$ cat config.mk
export PLATFORM = sky130hd
export DESIGN_NAME = corn_frame_sequencer
export DESIGN_NICKNAME = d
export VERILOG_FILES = /design/src/rtl/corn_frame_sequencer.sv
export SDC_FILE = /design/constraint.sdc
export NUM_CORES = 1
export LEC_CHECK = 0
export ABC_AREA = 1
export CORE_UTILIZATION = 25
export DETAILED_ROUTE_END_ITERATION = 6
export PLACE_DENSITY = 0.41
export SETUP_SLACK_MARGIN = 0.3
export SLEW_MARGIN = 15
export SYNTH_ARGS = -nofsm -noshare
export SYNTH_HDL_FRONTEND = slang
export SYNTH_SLANG_ARGS = --single-unit
export TNS_END_PERCENT = 20
$ cat constraint.sdc
create_clock -name Clk -period 5.7 [get_ports Clk]
set_clock_uncertainty 0.1 [all_clocks]
set_input_delay 0.57 -clock Clk [delete_from_list [all_inputs] [get_ports Clk]]
set_output_delay 0.57 -clock Clk [all_outputs]
set_load 0.05 [all_outputs]
$ cat src/rtl/corn_frame_sequencer.sv
// Buffers one frame from a word stream, replays it to a CORNDesign core and returns the core result; optional watchdog under CORN_SEQ_TIMEOUT_EN.
// Latency: InputReady pulses 1 cycle after the last word is accepted, words follow on the next 16 cycles, result valid 1 cycle after Done.
// Backpressure: InReady only in FILL; the result is held on OutValid/OutReady and no new frame is taken until Done drops.
module corn_frame_sequencer #(
   parameter int FRAME_LEN      = 16,
   parameter int TIMEOUT_CYCLES = 1024
) (
   input  logic         Clk,
   input  logic         Rst,
   input  logic         InValid,
   input  logic [15:0]  InData,
   output logic         InReady,
   output logic         CoreEn,
   output logic         CoreInputReady,
   output logic [15:0]  CoreInputs,
   input  logic         CoreDone,
   input  logic [127:0] CoreQ,
   output logic         OutValid,
   output logic [127:0] OutData,
   input  logic         OutReady,
   output logic         Busy,
   output logic         Error
);

   localparam int CW = $clog2(FRAME_LEN);
   localparam logic [CW-1:0] LAST = CW'(FRAME_LEN - 1);

   typedef enum logic [2:0] {
      S_IDLE, S_FILL, S_START, S_STREAM, S_WAIT, S_RESULT, S_REARM
   } state_t;

   state_t          state, state_nxt;
   logic [CW-1:0]   cnt, cnt_nxt;
   logic [15:0]     frame_buf [FRAME_LEN];
   logic            wr_en;
   logic            in_ready_nxt;
   logic            core_ir_nxt;
   logic [15:0]     core_inputs_nxt;
   logic            out_valid_nxt;
   logic [127:0]    out_data_nxt;
   logic            busy_nxt;

`ifdef CORN_SEQ_TIMEOUT_EN
   localparam logic [15:0] TMO_LAST = 16'(TIMEOUT_CYCLES - 1);
   logic [15:0] tmo, tmo_nxt;
   logic        err_nxt;
`else
   logic unused_tmo;
   assign unused_tmo = ^TIMEOUT_CYCLES;
   assign Error      = 1'b0;
`endif

   always_comb begin
      state_nxt       = state;
      cnt_nxt         = cnt;
      wr_en           = 1'b0;
      in_ready_nxt    = 1'b0;
      core_ir_nxt     = 1'b0;
      core_inputs_nxt = '0;
      out_valid_nxt   = OutValid;
      out_data_nxt    = OutData;
`ifdef CORN_SEQ_TIMEOUT_EN
      tmo_nxt         = tmo;
      err_nxt         = Error;
`endif
      case (state)
         S_IDLE: begin
            state_nxt    = S_FILL;
            in_ready_nxt = 1'b1;
         end
         S_FILL: begin
            in_ready_nxt = 1'b1;
            if (InValid && InReady) begin
               wr_en = 1'b1;
               if (cnt == LAST) begin
                  cnt_nxt      = '0;
                  in_ready_nxt = 1'b0;
                  core_ir_nxt  = 1'b1;
                  state_nxt    = S_START;
               end else begin
                  cnt_nxt = cnt + 1'b1;
               end
            end
         end
         S_START: begin
            core_inputs_nxt = frame_buf[0];
            cnt_nxt         = CW'(1);
            state_nxt       = S_STREAM;
         end
         S_STREAM: begin
            // cnt wraps back to 0 once the last word has been issued
            if (cnt == '0) begin
               state_nxt = S_WAIT;
`ifdef CORN_SEQ_TIMEOUT_EN
               tmo_nxt   = '0;
`endif
            end else begin
               core_inputs_nxt = frame_buf[cnt];
               cnt_nxt         = (cnt == LAST) ? '0 : cnt + 1'b1;
            end
         end
         S_WAIT: begin
            if (CoreDone) begin
               out_data_nxt  = CoreQ;
               out_valid_nxt = 1'b1;
               state_nxt     = S_RESULT;
            end
`ifdef CORN_SEQ_TIMEOUT_EN
            else if (tmo == TMO_LAST) begin
               err_nxt   = 1'b1;
               state_nxt = S_REARM;
            end else begin
               tmo_nxt = tmo + 16'd1;
            end
`endif
         end
         S_RESULT: begin
            if (OutValid && OutReady) begin
               out_valid_nxt = 1'b0;
               state_nxt     = S_REARM;
            end
         end
         S_REARM: begin
            // a Done still high from the previous frame must not complete the next one
            if (!CoreDone) begin
               state_nxt    = S_FILL;
               in_ready_nxt = 1'b1;
            end
         end
         default: state_nxt = S_IDLE;
      endcase
      busy_nxt = !(state_nxt inside {S_IDLE, S_FILL});
   end

   always_ff @(posedge Clk or posedge Rst) begin
      if (Rst) begin
         state          <= S_IDLE;
         cnt            <= '0;
         InReady        <= 1'b0;
         CoreEn         <= 1'b0;
         CoreInputReady <= 1'b0;
         CoreInputs     <= '0;
         OutValid       <= 1'b0;
         OutData        <= '0;
         Busy           <= 1'b0;
      end else begin
         state          <= state_nxt;
         cnt            <= cnt_nxt;
         InReady        <= in_ready_nxt;
         CoreEn         <= 1'b1;
         CoreInputReady <= core_ir_nxt;
         CoreInputs     <= core_inputs_nxt;
         OutValid       <= out_valid_nxt;
         OutData        <= out_data_nxt;
         Busy           <= busy_nxt;
      end
   end

`ifdef CORN_SEQ_TIMEOUT_EN
   always_ff @(posedge Clk or posedge Rst) begin
      if (Rst) begin
         tmo   <= '0;
         Error <= 1'b0;
      end else begin
         tmo   <= tmo_nxt;
         Error <= err_nxt;
      end
   end
`endif

   always_ff @(posedge Clk) begin
      if (wr_en) frame_buf[cnt] <= InData;
   end

endmodule

==> impl_metrics.json, run 1 <==
{
  "outcome": "finished clean",
  "setup_violations": 0,
  "mostFrequentLayoutCell": "nand2_1",
  "rows": 95,
  "worst_hold_path_type": "register to register",
  "synthTopCellsByArea": "edfxtp_1 45%, dfrtp_1 23%, nand2_1 19%, inv_1 5.2%, nand3_1 3.5%",
  "ios": 299,
  "path_cells": "inv_4 -> ha_1 -> nand2_1 -> nor2_2",
  "critPathRequiredTime_ns": 5.78,
  "cp_slowest_cell": "dfrtp_4",
  "post-route-min-period_ns": 3.413,
  "num-nets-final": 2239,
  "drtIter0Drc": 945,
  "irDropWorstVdd_v": 0.0002152,
  "dr.pass1.iters": 5,
  "cts-htree-levels": 2,
  "cts_setup_buffers": 0,
  "critPathCaptureType": "register",
  "hold_viol_final": 0,
  "avgSynthCellArea_um2": 9.510,
  "clk_transition_reported_paths_ns": 0.06,
  "start_util": 0.2544,
  "rsz0062_at_grt": "no",
  "clockBufferDepth": 3,
  "clock.fmax_mhz": 293.0,
  "slew_violations": 0,
  "drt-total-wl_um": 54210,
  "cap_violations": 0,
  "crit_path_start_kind": "register",
  "power_density_nw_per_um2": 531.8,
  "async_flop_share": 0.3786,
  "insertion_delay_ns": 0.58,
  "synth_top_cell_by_area": "edfxtp_1",
  "die_w_um": 264.3,
  "cts_resized": 0,
  "syn_to_final_growth_pct": 31.05,
  "portBuffers": 297,
  "detail-route-antenna-nets": 0,
  "synth_warnings": 0,
  "crit_fanout": 76,
  "grt_pass1_wl_um": 81020,
  "worstPathBufferInverterCount": 1,
  "gp_congestion": 0.7829,
  "syn_nets": 1962,
  "grt_util_all_layers": 0.1539,
  "routedWlPerCell_um": 18.07,
  "cts-root-buf": "clkbuf_16",
  "path_delay_family": "simple AND/OR/NAND/NOR gates",
  "synth_top_area_frac": 0.4468,
  "layout_common_cells": "889 x nand2_1, 297 x clkdlybuf4s50_1, 256 x edfxtp_1, 238 x inv_1, 154 x dfrtp_1",
  "synth-main-ff-cell": "edfxtp_1",
  "critPathMaxStageDelay_ns": 0.79,
  "layout-drive-gt1-share": 0.05176,
  "synth_seq_cells": 412,
  "grt_max_degree": 77,
  "post-dp-hpwl_um": 33990,
  "crit_arrival_ns": 3.50,
  "relSlewSlack": 0.2405,
  "tns_ns": 0,
  "fp.coreArea_um2": 67630,
  "antenna_found_initial": 2,
  "netlist_instances": 1809,
  "p_leak_uw": 0.01035,
  "vias": 12520,
  "ys_seq_area_frac": 0.6737,
  "grt-ovfl-total": 0,
  "cts_inserted_buffers": 49,
  "synth_area_um2": 17200,
  "cts_tree": "yes",
  "hold-worst-slack_ns": 0.3673,
  "drc": 0,
  "power_uw": 11990,
  "cts_sinks": 412,
  "grt_pass1_vias": 12390,
  "die_h_um": 264.3,
  "nFillCells": 6967,
  "min_period_over_period": 0.5987,
  "vias_per_cell": 4.175,
  "cts_hold_buf": 0,
  "ys_types": 24,
  "synth_edf_count": 256,
  "dieArea_um2": 69870,
  "crit_type": "register to register",
  "worst_slew_pin_slew_ns": 1.136
}
-- metrics by stage --
step / worst slack, ns / utilization / std cells / area (um2)
after detailed placement: 2.260 / 0.3103 / 2908 / 20990
after global routing: 2.061 / 0.3333 / 2998 / 22540
after global placement: 2.280 / 0.3103 / 2908 / 20990
final: 2.287 / 0.3334 / 3000 / 22550
after CTS: 2.235 / 0.3333 / 2998 / 22540
after floorplan: 0.8235 / - / 1809 / 17200
-- sequential cells by signal, summed over array words and instances (netlist names) --
name and count:
CoreEn 1, CoreInputs 16, CoreInputReady 1, state 3, Busy 1, frame_buf 256
InReady 1, OutData 128, OutValid 1, cnt 4
-- power by group --
group | switching, uW | internal, uW | total, uW
sequential | 377 | 3750 | 4130
combinational | 3380 | 1410 | 4790
clock | 1260 | 1810 | 3070
-- kinds of logic (layout without fill, tap and decap cells) --
family                   Yosys count  count (layout)  synth area share
XOR/XNOR                           1               1         0.0005092
adder cells (fa/ha/maj)            4               4          0.002909
other                              2               4         0.0004365
flip-flops                       412             412            0.6737
AND/OR/NAND/NOR                 1037            1037            0.2372
buffers and inverters            326             642           0.07709
AO/OA/AOI/OAI                     27              27          0.008146
-- synthesized netlist by cell type, drive strengths merged, types with 2 or more instances --
cell / n
a21oi: 3
buf: 63
clkbuf: 17
conb: 2
dfrtp: 156
edfxtp: 256
ha: 4
inv: 246
nand2: 889
nand3: 119
nand4: 2
nor2: 25
nor3: 2
o21ai: 22
-- final cells by class --
class	count	area, um2	area share
flip-flops and latches	412	11600	0.5143
clock buffers	61	1313	0.05821
well taps	873	1092	0.04845
repair buffers	306	3040	0.1349
clock inverters	29	244.0	0.01082
diodes	2	5.005	0.0002220
inverters	246	932.1	0.04134
multi-input cells	1071	4324	0.1918
-- path summary, 6_finish.rpt --
check | from | endpoint | slack (ns) | depth (start not counted)
max | cnt[0] | frame_buf[12][6] | 2.29 | 4
min | OutData[28] | OutData[28] | 0.37 | 2
max reg2reg | cnt[0] | frame_buf[12][6] | 2.29 | 4
min reg2reg | OutData[28] | OutData[28] | 0.37 | 2
max in group asynchronous | Rst | OutData[117] | 3.98 | 3
min in group asynchronous | Rst | OutData[18] | 0.41 | 2
-- metal layers --
metal / GRT usage / part of all wire / vias to the layer above
met3: 0.03493 / 0.058 / 64
met1: 0.2105 / 0.47 / 5949
met2: 0.2430 / 0.45 / 363
met4: 0.04400 / 0.023 / 0
met5: 0 / 0 / -
li1: - / - / 6148
-- worst register-to-register path, cell delays in order (launching register included) --
cell     delay [ns]
dfrtp_4        0.79
inv_4          0.80
ha_1           0.35
nand2_1        0.20
nor2_2         0.78
No activity file was read; power rests on OpenSTA's default activity.
==> run 2, diff against run 1 <==
Settings changed: PLACE_DENSITY 0.41 to 0.42.
Clock period 5.7 ns to 2.9 ns, I/O delays scaled along.
==> run 2 against run 1 <==
Against the previous run:
- worst hold slack got worse by 0.27 ns
- fmax increased by 47%
- utilization increased by 0.57 points
- routed wire length increased by 0.44%
- clock-buffer cell count increased by 10
- first-iteration DRC count decreased by 5.8%
- die area unchanged
- final area increased by 1.7%
- critical path depth increased by 4
- global-route usage increased by 0.13 points
- clock power increased by 95%
- sequential cell count unchanged
==> impl_metrics.json, run 2 (synthesized netlist as in run 1, its figures left out) <==
{
  "detail-route-antenna-nets": 0,
  "setup_violations": 0,
  "drt-total-wl_um": 54450,
  "num-nets-final": 2275,
  "relSlewSlack": 0.4052,
  "cp_common_cell": "nand2_1",
  "grt-ovfl-total": 0,
  "reg2reg_setup_slack_ns": 0.57,
  "post-route-min-period_ns": 2.329,
  "die_w_um": 264.3,
  "crit_arrival_ns": 2.76,
  "drtIter0Drc": 890,
  "min_period_over_period": 0.8031,
  "cts-root-buf": "clkbuf_16",
  "largest_register_ffs": 256,
  "r2r-end": "CoreInputs[5]",
  "worst_hold_path_type": "input pin to asynchronous set/reset pin",
  "grt_util_all_layers": 0.1552,
  "drc": 0,
  "ios": 299,
  "rows": 95,
  "dieArea_um2": 69870,
  "cts_sinks": 412,
  "vias": 12740,
  "cts_setup_buffers": 0,
  "worstPathBufferInverterCount": 2,
  "rsz0062_at_grt": "no",
  "irDropWorstVdd_v": 0.0004502,
  "slew_violations": 0,
  "outcome": "finished clean",
  "die_h_um": 264.3,
  "clock.fmax_mhz": 429.3,
  "grt_pass1_vias": 12890,
  "path_delay_family": "buffers and inverters",
  "crit_fanout": 29,
  "top_register": "frame_buf",
  "cp_slowest_cell": "dfrtp_2",
  "top_regs": "frame_buf (256), OutData (128), CoreInputs (16)",
  "switching_share": 0.4153,
  "p_leak_uw": 0.01056,
  "critPathCaptureType": "register",
  "clockPowerShare": 0.254,
  "power_density_nw_per_um2": 1031,
  "r2r_start": "cnt[1]",
  "insertion_delay_ns": 0.59,
  "layout_common_cells": "889 x nand2_1, 297 x clkdlybuf4s50_1, 256 x edfxtp_1, 238 x inv_1, 154 x dfrtp_1",
  "path_cells": "buf_4 -> buf_4 -> nand3_1 -> nand2_1 -> nand2_1 -> nand2_1 -> o21ai_1 -> nand2_1",
  "critPathMaxStageDelay_ns": 0.54,
  "portBuffers": 297,
  "cap_violations": 0,
  "clockBufferDepth": 3,
  "gp_congestion": 0.7901,
  "antenna_found_initial": 8,
  "finish.instance_area_um2": 22930,
  "tns_ns": 0,
  "grt_max_degree": 129,
  "post-dp-hpwl_um": 36320,
  "combPwrFrac": 0.406,
  "fp.coreArea_um2": 67630,
  "clk_transition_reported_paths_ns": 0.06,
  "switchingPower_uw": 9823,
  "cts_inserted_buffers": 49,
  "crit_type": "register to register",
  "worst_slew_pin_slew_ns": 0.8894,
  "cts_tree": "yes",
  "hold_viol_final": 0,
  "mostFrequentLayoutCell": "nand2_1",
  "cts_hold_buf": 0,
  "place_area_um2": 21350,
  "cts_resized": 0,
  "syn_to_final_growth_pct": 33.30,
  "vias_per_cell": 4.199,
  "routedWlPerCell_um": 17.94,
  "grt_pass1_wl_um": 82300,
  "crit_path_start_kind": "register",
  "layout-drive-gt1-share": 0.06620,
  "p_int_uw": 13830,
  "post-route-util": 0.3391,
  "p_seq_frac": 0.340,
  "critPathRequiredTime_ns": 3.33,
  "cts-htree-levels": 2,
  "dr.pass1.iters": 4,
  "start_util": 0.2544,
  "hold-worst-slack_ns": 0.09406,
  "rr_worst_depth": 8
}
## run 2: cell types whose count changed in the layout (fill, tap and decap cells not counted), sizes merged
cell	delta
buf	+36
bufinv	-1
clkinv	-10
clkbuf	+10
clkinvlp	+2
inv	-2
## run 2: layer usage
metal / wire length (um) / GRT usage
met3: 4006 / 0.04245
met4: 1122 / 0.04117
met1: 24740 / 0.2083
met5: 63 / 0
met2: 24520 / 0.2459
## run 2: worst register-to-register path, stage by stage (launching register included)
cell and delay [ns]:
dfrtp_2 0.54, buf_4 0.46, buf_4 0.45, nand3_1 0.15, nand2_1 0.08, nand2_1 0.07, nand2_1 0.23, o21ai_1 0.09
nand2_1 0.10
## run 2: layout make-up
| type | instances | area, um2 |
|---|---|---|
| Fill cell | 6927 | 44700 |
| Sequential cell | 412 | 11600 |
| Multi-Input combinational cell | 1071 | 4324 |
| Timing Repair Buffer | 342 | 3411 |
| Clock buffer | 71 | 1389 |
| Tap cell | 873 | 1092 |
| Inverter | 246 | 930.9 |
| Clock inverter | 18 | 185.2 |
| Antenna cell | 2 | 5.005 |
## run 2: worst max-delay path by stage
stage / startpoint / slack [ns] / cells after the start / end
after floorplan: cnt[1] / 0.44 / 6 / frame_buf[0][0]
final: cnt[1] / 0.57 / 8 / CoreInputs[5]
after CTS: CoreInputs[13] / 0.53 / 1 / CoreInputs[13]
after detailed placement: InValid / 0.48 / 8 / frame_buf[1][6]
after global placement: InValid / 0.53 / 8 / frame_buf[1][9]
after global routing: state[0] / 0.42 / 7 / frame_buf[1][1]
## run 2: power by group through the flow
stage / clock [uW] / combinational [uW] / sequential [uW]
floorplan: 0 / 3210 / 11000
global placement: 0 / 9710 / 8120
detailed placement: 0 / 9700 / 8170
CTS: 6230 / 9730 / 8060
global route: 6420 / 10400 / 8190
finish: 6000 / 9610 / 8040
## run 2: per-stage QoR
stage,setup WS (ns),std cells,power [uW]
after floorplan,0.4434,1809,14200
after global placement,0.5267,2944,17840
after detailed placement,0.4774,2944,17870
after CTS,0.5327,3033,24020
after global routing,0.4202,3033,24970
final,0.5709,3035,23650
==> run 3, diff against run 2 <==
Settings changed: PLACE_DENSITY 0.42 to 0.41.
Clock period 2.9 ns to 2.2 ns, I/O delays scaled along.
==> run 3 against run 2 <==
Against the previous run:
- global-route usage down 0.091 points
- total power rose by 33%
- worst hold slack got worse by 0.014 ns
- clock-buffer cell count is 5 higher
- non-clock buffer count increased by 41
- combinational power up 38%
- final area grew 2.5%
- die area unchanged
==> impl_metrics.json, run 3 (synthesized netlist as in run 1, its figures left out) <==
{
  "combPwrFrac": 0.422,
  "p_leak_uw": 0.01109,
  "p_int_uw": 18260,
  "cts-root-buf": "clkbuf_16",
  "grt_max_degree": 129,
  "drt-total-wl_um": 55060,
  "insertion_delay_ns": 0.58,
  "gp_congestion": 0.7783,
  "mostFrequentLayoutCell": "nand2_1",
  "switching_share": 0.4196,
  "rsz0062_at_grt": "yes",
  "post-route-util": 0.3475,
  "clockPowerShare": 0.248,
  "dr.pass1.iters": 5,
  "grt_pass1_vias": 12650,
  "layout-drive-gt1-share": 0.09128,
  "syn_to_final_growth_pct": 36.62,
  "irDropWorstVdd_v": 0.0004681,
  "die_h_um": 264.3,
  "cts_inserted_buffers": 49,
  "slew_violations": 0,
  "r2r-end": "CoreInputs[7]",
  "top_regs": "frame_buf (256), OutData (128), CoreInputs (16)",
  "top_layer_used": "met5",
  "met2_length_um": 25390,
  "fp.coreArea_um2": 67630,
  "path_cells": "clkdlybuf4s50_1",
  "min_to": "OutData[60]",
  "start_util": 0.2544,
  "critPathMaxStageDelay_ns": 0.83,
  "drtIter0Drc": 828,
  "crit_type": "register to primary output",
  "worst_slew_pin_slew_ns": 0.6087,
  "grt-ovfl-total": 0,
  "cts_sinks": 412,
  "clockBufferDepth": 3,
  "hp-start": "CoreQ[60]",
  "reg2reg_setup_slack_ns": 0.24,
  "grt_util_all_layers": 0.1543,
  "cts-htree-levels": 2,
  "crit_path_start_kind": "register",
  "wl_met1_um": 25120,
  "power_density_nw_per_um2": 1338,
  "setup_violations": 0,
  "layout_common_cells": "886 x nand2_1, 256 x edfxtp_1, 235 x inv_1, 214 x clkdlybuf4s50_1, 154 x dfrtp_1",
  "rr_worst_depth": 8,
  "drc": 0,
  "top_register": "frame_buf",
  "cap_violations": 0,
  "routedWlPerCell_um": 17.90,
  "r2r_start": "cnt[0]",
  "cp_slowest_cell": "clkdlybuf4s50_1",
  "clock.fmax_mhz": 485.8,
  "post-dp-hpwl_um": 35760,
  "portBuffers": 297,
  "relSlewSlack": 0.5958,
  "worst_hold_path_type": "input pin to register",
  "wl_met3_um": 3465,
  "antenna_found_initial": 5,
  "power_uw": 31460,
  "path_delay_family": "buffers and inverters",
  "num-nets-final": 2316,
  "detail-route-antenna-nets": 0,
  "p_seq_frac": 0.331,
  "dieArea_um2": 69870,
  "largest_register_ffs": 256,
  "outcome": "finished clean",
  "rows": 95,
  "cts_tree": "yes",
  "critPathRequiredTime_ns": 1.88,
  "finalWorstSetupSlack_ns": 0.1415,
  "clk_transition_reported_paths_ns": 0.06,
  "ios": 299,
  "switchingPower_uw": 13200,
  "crit_fanout": 2,
  "crit_arrival_ns": 1.74,
  "die_w_um": 264.3,
  "hold_viol_final": 0,
  "post-route-min-period_ns": 2.059,
  "diodes": 0,
  "worstPathBufferInverterCount": 1,
  "critPathCaptureType": "primary output",
  "tns_ns": 0,
  "hold_path_depth": 3,
  "grt_pass1_wl_um": 81210,
  "dp_slack_ns": -0.1528,
  "vias_per_cell": 4.166,
  "vias": 12810,
  "min_period_over_period": 0.9357
}
-- run 3: cell type report --
type | count | area, um2
Sequential cell | 412 | 11600
Multi-Input combinational cell | 1071 | 4354
Inverter | 246 | 937.1
Clock inverter | 14 | 102.6
Timing Repair Buffer | 383 | 3984
Clock buffer | 76 | 1438
Fill cell | 6904 | 44130
Tap cell | 873 | 1092
-- run 3: per-layer routing --
layer / up-vias / global-route usage
li1: 6302 / -
met1: 6090 / 0.2057
met2: 345 / 0.2502
met3: 70 / 0.03744
met4: 4 / 0.03975
met5: - / 0
-- run 3: power groups by stage --
stage | Sequential, uW | Combinational, uW | Clock (uW)
floorplan | 14500 | 4260 | 0
global placement | 10500 | 13600 | 0
detailed placement | 10600 | 13500 | 0
CTS | 10400 | 13200 | 8050
global route | 10600 | 14300 | 8340
finish | 10400 | 13300 | 7790
-- run 3: metrics by stage --
step                std cells  instance area, um2  hold slack (ns)
floorplan                1809               17240           0.2189
global placement         2975               21850           0.3523
detailed placement       2975               21850           0.3572
CTS                      3067               23340          0.03029
global route             3075               23500          0.07158
finish                   3075               23500          0.08029
-- run 3: worst max-delay path by stage --
stage                  from              end  slack (ns)  depth (start not counted)
5_1_grt         OutData[96]      OutData[96]        0.08                          1
6_report        OutData[50]      OutData[50]        0.14                          1
3_5_place_dp        InValid  frame_buf[7][8]       -0.15                          9
2_1_floorplan           Rst             Busy       -0.09                          1
3_3_place_gp        InValid  frame_buf[7][7]       -0.19                          9
4_1_cts        OutData[102]     OutData[102]         0.1                          1
-- run 3: timing repair --
| item | CTS | global route |
|---|---|---|
| endpoints found under the hold margin | 6 | 0 |
| resized for setup | 87 | 13 |
| hold buffers | 1 | 0 |
| gates cloned | 0 | 4 |
| endpoints found under the setup margin | 404 | 459 |
| buffers inserted | 1 | 4 |
| pin swaps | 0 | 3 |
